## src/rtl/bit_serial_adder.sv

```systemverilog
// Bit-serial WIDTH-bit adder: streams operand bit pairs LSB first through a
// single one-bit full adder, with the carry fed back through a register.

module full_adder (
  input  logic a,
  input  logic b,
  input  logic cin,
  output logic sum,
  output logic cout
);
  assign sum  = a ^ b ^ cin;
  assign cout = (a & b) | (cin & (a ^ b));
endmodule

module bit_serial_adder #(
  parameter int WIDTH = 8
) (
  input  logic             clk,
  input  logic             rst,
  input  logic             start,
  input  logic [WIDTH-1:0] op_a,
  input  logic [WIDTH-1:0] op_b,
  input  logic             cin,
  output logic             busy,
  output logic             done,
  output logic [WIDTH-1:0] result,
  output logic             cout
);
  localparam int CW = $clog2(WIDTH + 1);
  localparam logic [CW-1:0] LAST = CW'(WIDTH - 1);

  typedef enum logic [1:0] {IDLE, SHIFT, DONE} state_t;

  state_t           state_q, state_d;
  logic [WIDTH-1:0] a_q, a_d;
  logic [WIDTH-1:0] b_q, b_d;
  logic [WIDTH-1:0] result_q, result_d;
  logic             carry_q, carry_d;
  logic             cout_q, cout_d;
  logic [CW-1:0]    count_q, count_d;

  logic fa_sum;
  logic fa_cout;

  full_adder u_fa (
    .a    (a_q[0]),
    .b    (b_q[0]),
    .cin  (carry_q),
    .sum  (fa_sum),
    .cout (fa_cout)
  );

  always_ff @(posedge clk or posedge rst) begin
    if (rst) begin
      state_q  <= IDLE;
      a_q      <= '0;
      b_q      <= '0;
      result_q <= '0;
      carry_q  <= 1'b0;
      cout_q   <= 1'b0;
      count_q  <= '0;
    end else begin
      state_q  <= state_d;
      a_q      <= a_d;
      b_q      <= b_d;
      result_q <= result_d;
      carry_q  <= carry_d;
      cout_q   <= cout_d;
      count_q  <= count_d;
    end
  end

  always_comb begin
    state_d  = state_q;
    a_d      = a_q;
    b_d      = b_q;
    result_d = result_q;
    carry_d  = carry_q;
    cout_d   = cout_q;
    count_d  = count_q;
    case (state_q)
      IDLE: begin
        if (start) begin
          a_d     = op_a;
          b_d     = op_b;
          carry_d = cin;
          count_d = '0;
          state_d = SHIFT;
        end
      end
      SHIFT: begin
        result_d = {fa_sum, result_q[WIDTH-1:1]};
        carry_d  = fa_cout;
        a_d      = a_q >> 1;
        b_d      = b_q >> 1;
        count_d  = count_q + CW'(1);
        // Separate cout register keeps the final carry stable in IDLE even
        // after the next start reloads carry_q with the new carry-in.
        if (count_q == LAST) begin
          cout_d  = fa_cout;
          state_d = DONE;
        end
      end
      DONE: begin
        state_d = IDLE;
      end
      default: begin
        state_d = IDLE;
      end
    endcase
  end

  assign busy   = (state_q == SHIFT);
  assign done   = (state_q == DONE);
  assign result = result_q;
  assign cout   = cout_q;

endmodule

```

## config.mk

```make
export PLATFORM = sky130hd
export DESIGN_NAME = bit_serial_adder
export DESIGN_NICKNAME = d
export VERILOG_FILES = /design/src/rtl/bit_serial_adder.sv
export SDC_FILE = /design/constraint.sdc
export NUM_CORES = 1
export LEC_CHECK = 0
export BUFFER_PORTS_ARGS = -buffer_cell sky130_fd_sc_hd__buf_2
export CORE_ASPECT_RATIO = 1.5
export CORE_UTILIZATION = 40
export CTS_CLUSTER_DIAMETER = 50
export DETAILED_ROUTE_END_ITERATION = 10
export GPL_TIMING_DRIVEN = 0
export PLACE_DENSITY_LB_ADDON = 0.3
export SETUP_SLACK_MARGIN = 0.15
export SLEW_MARGIN = 30
export SYNTH_ARGS = -nofsm -noshare
export SYNTH_HDL_FRONTEND = slang
export SYNTH_SLANG_ARGS = --single-unit
```

## constraint.sdc

```tcl
create_clock -name clk -period 1.3 [get_ports clk]
set_input_delay 0.195 -clock clk [delete_from_list [all_inputs] [get_ports clk]]
set_output_delay 0.195 -clock clk [all_outputs]
set_load 0.05 [all_outputs]
```

==> results of run 1 <==
==> worst max path at each step <==
stage	start	endpoint	slack, ns	depth (start not counted)
global placement	rst	a_q[5]	0.002	2
global route	state_q[0]	count_q[3]	-0.10	4
finish	state_q[0]	count_q[3]	-0.07	4
detailed placement	state_q[0]	a_q[0]	-0.04	4
CTS	state_q[0]	done	-0.02	3
floorplan	state_q[1]	cout	0.11	3
==> cell usage in the layout (no fill, tap or decap), types with 5 or more instances in the layout <==
| cell | netlist | layout |
|---|---|---|
| sky130_fd_sc_hd__o21ai_1 | 1 | 14 |
| sky130_fd_sc_hd__buf_6 | 0 | 13 |
| sky130_fd_sc_hd__clkbuf_8 | 0 | 5 |
| sky130_fd_sc_hd__buf_2 | 5 | 27 |
| sky130_fd_sc_hd__a22oi_2 | 0 | 14 |
| sky130_fd_sc_hd__nand2_1 | 42 | 41 |
| sky130_fd_sc_hd__dfrtp_1 | 32 | 31 |
| sky130_fd_sc_hd__buf_4 | 1 | 9 |
==> power by group through the flow <==
| stage | sequential (mW) | combinational, mW | clock [mW] |
|---|---|---|---|
| after floorplan | 2.07 | 1.12 | 0 |
| after global placement | 1.69 | 1.92 | 0 |
| after detailed placement | 1.72 | 1.99 | 0 |
| after CTS | 1.73 | 2.69 | 0.719 |
| after global routing | 1.82 | 3.08 | 0.764 |
| final | 1.76 | 2.83 | 0.707 |
==> registers in the layout, summed over array words and instances (netlist names) <==
register	cells
carry_q	1
a_q	8
count_q	4
b_q	8
result	8
cout	1
state_q	2
==> critical path, delay by kind of cell (launching register included) <==
family / cells / cell delay [ns]
flops: 1 / 0.47
compound gates: 2 / 0.35
simple gates: 1 / 0.19
buf+inv: 1 / 0.22
==> layer usage <==
metal	share of wire (%)	up-vias
li1	-	585
met1	39	605
met3	4.2	11
met2	54	37
met4	2.7	0
met5	0	-
==> cell families (layout without fill, tap and decap cells) <==
kind of cell | Yosys count | after routing
flip-flops | 32 | 32
adder cells (fa/ha/maj) | 2 | 2
multiplexers | 2 | 2
AO/OA/AOI/OAI | 40 | 40
buffers and inverters | 11 | 63
AND/OR/NAND/NOR | 53 | 53
==> what timing repair did <==
action,in CTS,in global routing
setup buffers,10,3
endpoints found under the setup margin,32,28
resized for setup,61,9
gates cloned,1,1
endpoints found under the hold margin,0,0
pin swaps,18,15
hold buffers,0,0
==> stage by stage <==
stage,util [%],instances,setup slack [ns],power (mW),instance area [um^2]
3_5_place_dp,49.98,210,-0.03705,3.705,1610
4_1_cts,60.35,228,-0.02403,5.141,1944
6_report,62.14,232,-0.06576,5.298,2002
5_1_grt,62.14,232,-0.1012,5.662,2002
3_3_place_gp,49.98,210,0.002012,3.607,1610
2_1_floorplan,-,140,0.1139,3.197,1410
==> cell type report <==
type | count | area [um^2] | area share, %
Clock buffer | 6 | 72.57 | 3.625
Inverter | 3 | 16.27 | 0.8125
Timing Repair Buffer | 45 | 304.0 | 15.19
Tap cell | 40 | 50.05 | 2.500
Clock inverter | 1 | 5.005 | 0.2500
Multi-Input combinational cell | 97 | 671.9 | 33.56
Sequential cell | 32 | 802.0 | 40.06
Buffer | 8 | 80.08 | 4.000
==> flow_results.org, run 1 <==
** GRT
- Global router's overall resource usage :: 20.83%
- The number of antenna violations at the first check in global routing came to 0.
- Met2 track demand over resource in global routing :: 36.30%
- The first global-routing pass estimated 5651 um of wire.
- For this run, global-route usage on met3 was measured as 5.726%.
- Busiest grt layer :: met2
- Largest net degree at the start of global routing :: 33
- The number of global-route vias before repair is 1,298.
- Grt total ovfl :: 0
- Global routing met1 resource utilization :: 22.83%

** Critical path
- On the worst path, the slowest cell contributes a delay of 0.47 ns.
- The number of cells on the worst reg-to-reg path is 4.
- Kind of launch point of the worst setup path :: flip-flop
- CP Cell Sequence :: buf_4 -> and2_0 -> a22oi_1 -> o31ai_1
- The largest individual stage delay along the critical path comes from the cell sky130_fd_sc_hd__dfrtp_2.
- In this run the worst path has a maximum fanout of 10.
- The setup path with the least slack is of type reg -> reg.
- Capture instance of the worst register-to-register path :: count_q[3]
- Worst reg-to-reg setup slack :: -0.07 ns
- R2r startpoint :: state_q[0]
- Worst setup EP type :: flip-flop
- Worst EP arrival :: 1.52 ns
- Required arrival time at the worst endpoint :: 1.45 ns

** Cells and area
- The number of antenna diodes in the final layout is 0.
- Post-synthesis to final-layout area growth :: 44.01%
- At the end of the flow, the number of nets in the layout was 214.
- The layout has 259 filler cells.
- Fraction of final layout cells sized beyond drive strength 1 :: 45.83%

** Drt
- In the routed design, unresolved DRC markers number 0.
- Routed length per placed instance :: 14.60 um
- Mean number of vias per cell :: 5.336
- In this run the remaining antenna-violating nets after routing total 0.
- Wires add up to 3387 um.
- First-iteration detailed-routing DRC count :: 21
- Detailed-router iteration count before antenna repair :: 4
- For this block, the via count after detailed routing is 1,238.

** Pwr
- Cell internal power was estimated by the tool at 2.994 mW.
- Dividing total power by cell area gives a power density of 2647 nW/um^2.
- In this run the power spent charging and discharging nets is 2.304 mW.
- Max rail drop VDD :: 1.537 mV
- Combinational power share :: 53.4%
- Portion of total power attributed to sequential cells :: 33.3%
- Part of the power in the clock network :: 13.4%
- In this run the static leakage power is 0.9565 nW.
- Net switching is 43.49% of the power.

** STA
- Fin Setup TNS :: -0.09021 ns
- The hold violation count in the final report is 4.
- Counting I/O delays and the setup requirement, the final critical path takes 1.366 ns.
- Highest Clock Rate :: 0.7322 GHz
- Setup repair after global routing could not meet its margin everywhere.
- Worst slew margin :: 55.81%
- Between clock sinks in the finished design, the worst skew comes to 0.005405 ns.
- Post-layout worst setup margin :: -0.06576 ns
- For the pin with the worst max-slew slack, the measured transition is 0.6618 ns.
- Setup violations remaining at the end of the flow were counted as 2.
- The number of slew-limit violations in the final report was 0.
- The final critical path takes up 105.1% of the cycle.
- Post-route worst hold slack :: -0.0009743 ns

** Synth
- After Yosys synthesis, and, or, nand and nor cells account for 16.29% of the synthesized area.
- Post-synth EDFFs :: 0
- Synthesized instance count :: 140
- For this run, the number of Yosys warnings is 0.
- Synth Area in Adders :: 2.340%
- By area the synthesized netlist is led by sky130_fd_sc_hd__dfrtp_1 58%, sky130_fd_sc_hd__nand2_1 11%, sky130_fd_sc_hd__a22oi_1 8.1%, sky130_fd_sc_hd__o21ai_0 5.8%, sky130_fd_sc_hd__buf_2 1.8%.
- Area fraction of the dominant cell type after synthesis :: 57.61%
- The synthesized netlist devotes 18.45% of its cell area to compound gates.
- After synthesis, the largest family of logic cells by area is compound AO/OA/AOI/OAI gates.
- The largest total area in the synthesized netlist belongs to sky130_fd_sc_hd__dfrtp_1.
- In this run, distinct cell masters in the synthesized netlist total 28.
- Of the total synthesized cell area, the portion taken by XOR and XNOR cells is 0%.
- By count the netlist is led by 42 x sky130_fd_sc_hd__nand2_1, 32 x sky130_fd_sc_hd__dfrtp_1, 16 x sky130_fd_sc_hd__o21ai_0.
- In the synthesized netlist the async set-or-reset flop fraction comes to 100.0%.
- Synthesis inferred 32 register bits.
- Multiplexer share of the synthesized area :: 1.620%
- Most frequent cell after synthesis :: sky130_fd_sc_hd__nand2_1
- The most used flip-flop cell after synthesis is sky130_fd_sc_hd__dfrtp_1.
- Mapped Avg Cell Area :: 9.929 um^2
- Synthesis produced a netlist with a net count of 162.
- Sequential share of the synthesized area :: 57.61%
- Post-Synthesis Cell Area :: 1390 um^2

** Clocking
- Clock sink total :: 32
- The cell sitting at the root of the clock tree is a sky130_fd_sc_hd__clkbuf_8.
- Num CTS Buffers :: 5
- The clock passes through at most 2 buffers.
- Worst-skew pair later-pin latency :: 0.29 ns
- Clock-pin transition on the worst setup and hold timing paths :: 0.06 ns
- The clock tree synthesis step divided the H-tree into 2 levels.
- TritonCTS clock tree :: built

** Placed design
- Routability-driven placement finished with a final weighted congestion of 0.7568.
- The count of buffers added on input and output ports is 30.
- The HPWL after detailed placement is 2093 um.

** Die
- The floorplan step set the die height to 74.20 um.
- In this run the horizontal extent of the chip is 50.14 um.
- The floorplan has 25 rows.
- The floorplan step defined a die boundary enclosing 3720 um^2.
- I/O pins :: 31
- The total area inside the core boundary comes to 3222 um^2.
- Initial core utilization :: 43.15%

** Min path
- The worst hold path belongs to the class in -> async.

** Status
- Violated checks :: hold timing, setup timing
- The flow ran to the end, but the final reports show violations.

** Job
- Max-capacitance violation count :: 0
(Power assumes the default switching activity.)
==> run 2, diff against run 1 <==
--- a/config.mk
+++ b/config.mk
@@ -13,7 +13,9 @@
 export GPL_TIMING_DRIVEN = 0
 export PLACE_DENSITY_LB_ADDON = 0.3
 export SETUP_SLACK_MARGIN = 0.15
+export SKIP_LAST_GASP = 1
 export SLEW_MARGIN = 30
 export SYNTH_ARGS = -nofsm -noshare
 export SYNTH_HDL_FRONTEND = slang
+export SYNTH_HIERARCHICAL = 1
 export SYNTH_SLANG_ARGS = --single-unit
==> run 2 against run 1 <==
Against the previous run: the flow still finishes with violations (hold timing, setup timing); synthesized cell count increased by 12%; hold slack worse by 0.0038 ns; wire length rose by 23%; first-iteration DRC count up 24%; critical path type is now reg -> out; largest cell class unchanged.
==> flow_results.org, run 2 <==
** Critical path
- Biggest cell delay along the critical path :: 0.42 ns
- Critical path's top delay family :: flip-flops
- Capture instance of the worst register-to-register path :: cout
- The worst register-to-register path begins at state_q[1].
- The number of cells on the worst reg-to-reg path is 4.
- Largest fanout on the critical path :: 3
- Kind of launch point of the worst setup path :: flip-flop
- Worst setup EP type :: output port
- STA puts the critical path data arrival time at 1.16 ns.
- The slowest stage of the critical path belongs to the cell sky130_fd_sc_hd__dfrtp_1.
- Required arrival time at the worst endpoint :: 1.11 ns
- Buffers and inverters on the worst path :: 3
- Walking the worst path, the cells encountered are nand2b_4 -> inv_4 -> buf_6 -> buf_8.
- Worst reg-to-reg setup slack :: -0.01 ns
- Start-to-end type of the worst setup path :: reg -> out

** Pwr
- Power per standard cell area :: 2656 nW/um^2
- Max rail drop VDD :: 1.715 mV
- Summing internal, switching and leakage power gives 6.003 mW.
- The analysis attributes to cell leakage a power of 1.128 nW.

** Clocking
- Clock-pin slew was measured on the worst setup and hold paths at 0.07 ns.
- Num CTS Buffers :: 5
- Clock sink total :: 32
- Clock tree synthesis selected as its root buffer the cell sky130_fd_sc_hd__clkbuf_8.
- Worst-skew pair later-pin latency :: 0.29 ns
- H-Tree Level Count :: 2
- No sink is reached through more buffers than the 2 on the longest clock path.
- TritonCTS built the clock tree.

** Synth
- Summed over all instances, the cell type with the most area after synthesis is sky130_fd_sc_hd__dfrtp_1.
- Synthesized instance count :: 157
- After synthesis, the netlist uses 25 different library cells.
- Area fraction of the dominant cell type after synthesis :: 52.94%
- The average instance in the mapped netlist occupies 9.635 um^2.
- Most frequent cell after synthesis :: sky130_fd_sc_hd__nand2_1
- Seq cells post-synth :: 32
- Of the synthesized area, sequential elements account for 52.94%.
- Leading post-synthesis cells by cell area :: sky130_fd_sc_hd__dfrtp_1 53%, sky130_fd_sc_hd__nand2_1 9.9%, sky130_fd_sc_hd__and3b_1 6.4%, sky130_fd_sc_hd__a21oi_1 6.0%, sky130_fd_sc_hd__o21ai_0 4.6%
- In this run, synthesis inferred 0 flip-flops with an integrated enable.
- Counting every net in the synthesized netlist gives 179.
- The commonest cells after synthesis are 40 x sky130_fd_sc_hd__nand2_1, 32 x sky130_fd_sc_hd__dfrtp_1, 18 x sky130_fd_sc_hd__a21oi_1.
- The Yosys step of the flow raised 6 warnings.
- In this run the cell area of the synthesized design comes to 1513 um^2.
- For this run, asynchronously set or reset flops after synthesis account for 100.0%.
- In the synthesized netlist the dominant register cell turns out to be sky130_fd_sc_hd__dfrtp_1.

** GRT
- Grt total ovfl :: 0
- Largest net degree at the start of global routing :: 33
- Number of antenna violations at the first check in global routing :: 0
- For this run, the total global-route usage over all layers was measured as 20.43%.
- The number of global-route vias before repair was 1,277.
- Global-route wire length before repair :: 5927 um

** Status
- Run status :: finished with violations
- The checks that failed: hold timing, setup timing.

** Drt
- In the routed layout, each cell is associated on average with a via count of 5.268.
- For this block, the initial DRC count from the detailed router was 26.
- Count of antenna-violating nets left after detailed routing :: 0
- Routed length per placed instance :: 15.95 um
- Routed Wire Length :: 4164 um
- The first detailed-routing pass took 4 iterations.
- In the routed design, unresolved DRC markers number 0.
- For this block, the via count after detailed routing is 1,375.

** Cells and area
- Total inserted antenna cells :: 0
- The top cell types in the final layout, fill and taps aside, are 30 x sky130_fd_sc_hd__nand2_1, 30 x sky130_fd_sc_hd__dfrtp_1, 24 x sky130_fd_sc_hd__buf_2, 16 x sky130_fd_sc_hd__buf_4, 14 x sky130_fd_sc_hd__o21ai_1.
- Non-filler instance count after layout :: 261
- Post-synthesis to final-layout area growth :: 49.38%
- Fin area :: 2260 um^2
- In the final layout, the share of cells above drive strength 1 is 49.54%.
- Cells fill 61.93% of the core in the end.
- The final layout contains 239 nets.

** STA
- Post-layout worst setup margin :: -0.05982 ns
- For the final database, setup skew stands at 0.009790 ns.
- Hold timing on the final database bottoms out at a slack of -0.004759 ns.
- Timing would allow up to 0.7354 GHz.
- Setup repair after global routing missed its margin :: true
- Final hold violations :: 9
- Post-layout minimum cycle time :: 1.360 ns
- Setup violations remaining at the end of the flow were counted as 3.
- Worst slew margin :: 55.70%
- Share of the cycle needed by the critical path after routing :: 104.6%
- Slew @ Worst Pin :: 0.6635 ns
- Count of final max-slew check failures :: 0

** Placed design
- Placed wire-length estimate :: 2405 um
- Timing analysis after detailed placement gives a worst setup slack of -0.1256 ns.
- Once placement finished, the instance area stood at 1735 um^2.
- Placed cell count :: 229
- GP Congestion :: 0.7797
- IO Port Bufs :: 29

** Die
- The die is 52.21 um wide.
- Num rows :: 27
- For this design the top-level I/O count stands at 31.
- Initial core utilization :: 41.46%
- The die covers 4037 um^2.
- Core outline area :: 3649 um^2
- Floorplan die height :: 77.32 um

** Min path
- The path class of the tightest hold or removal check is in -> async.

** Job
- Max-cap violations in this run came to 0.
## run 2: changes by cell type after synthesis, moves of 2 or more
cell,delta
sky130_fd_sc_hd__nand2_1,-2
sky130_fd_sc_hd__a21oi_1,+16
sky130_fd_sc_hd__a22oi_1,-11
sky130_fd_sc_hd__buf_4,+4
sky130_fd_sc_hd__and3b_1,+10
sky130_fd_sc_hd__buf_2,-3
sky130_fd_sc_hd__o21ai_1,+3
sky130_fd_sc_hd__o21ai_0,-2
sky130_fd_sc_hd__nor2b_1,+5
## run 2: logic make-up (layout without fill, tap and decap cells)
kind of cell,count (synthesis),count (layout),synth area share (%)
AO/OA/AOI/OAI,44,44,16.38
adder cells (fa/ha/maj),2,2,2.150
buffers and inverters,12,73,4.467
flip-flops,32,32,52.94
multiplexers,2,2,1.489
AND/OR/NAND/NOR,65,65,22.58
## run 2: stage by stage
step                TNS [ns]  hold slack (ns)
finish               -0.1138        -0.004759
global route         -0.2105          0.06174
CTS                  -0.1159          0.02285
detailed placement   -0.2289           0.3307
global placement     -0.4213           0.4531
floorplan                  0           0.3112
## run 2: repair_timing
action	in CTS	in global routing
setup buffers	10	10
resized for setup	28	53
hold buffers	0	0
pin swaps	2	5
endpoints found under the setup margin	23	29
gates cloned	2	2
## run 2: how the worst max path moves through the flow
stage	depth (start not counted)	endpoint	slack (ns)	from
after floorplan	4	cout	0.13	count_q[0]
after global placement	4	busy	-0.08	state_q[0]
after detailed placement	3	done	-0.13	state_q[0]
after CTS	4	busy	-0.06	state_q[1]
after global routing	4	busy	-0.09	state_q[1]
final	4	busy	-0.06	state_q[1]
## run 2: layout make-up
type,instances,area [um^2]
plain buffers,10,112.6
repair buffers,53,396.6
flip-flops and latches,32,803.3
inverters,2,10.01
fillers,316,1389
clock buffers,6,72.57
clock inverters,2,35.03
multi-input cells,113,775.7
well taps,43,53.80
## run 2: routing by layer
layer  share of wire, %  GRT usage (%)  wire (um)
met3                2.9          5.556        120
met1                 39          23.69       1628
met2                 56          35.00       2333
met4                2.0          7.105         82
met5                  0              0          0
## run 2: report_power, final
part           switching, mW  total, mW  internal [mW]
Sequential             0.364       1.77           1.40
Clock                  0.390      0.959          0.569
Combinational           1.75       3.28           1.53
Total                   2.50       6.00           3.50
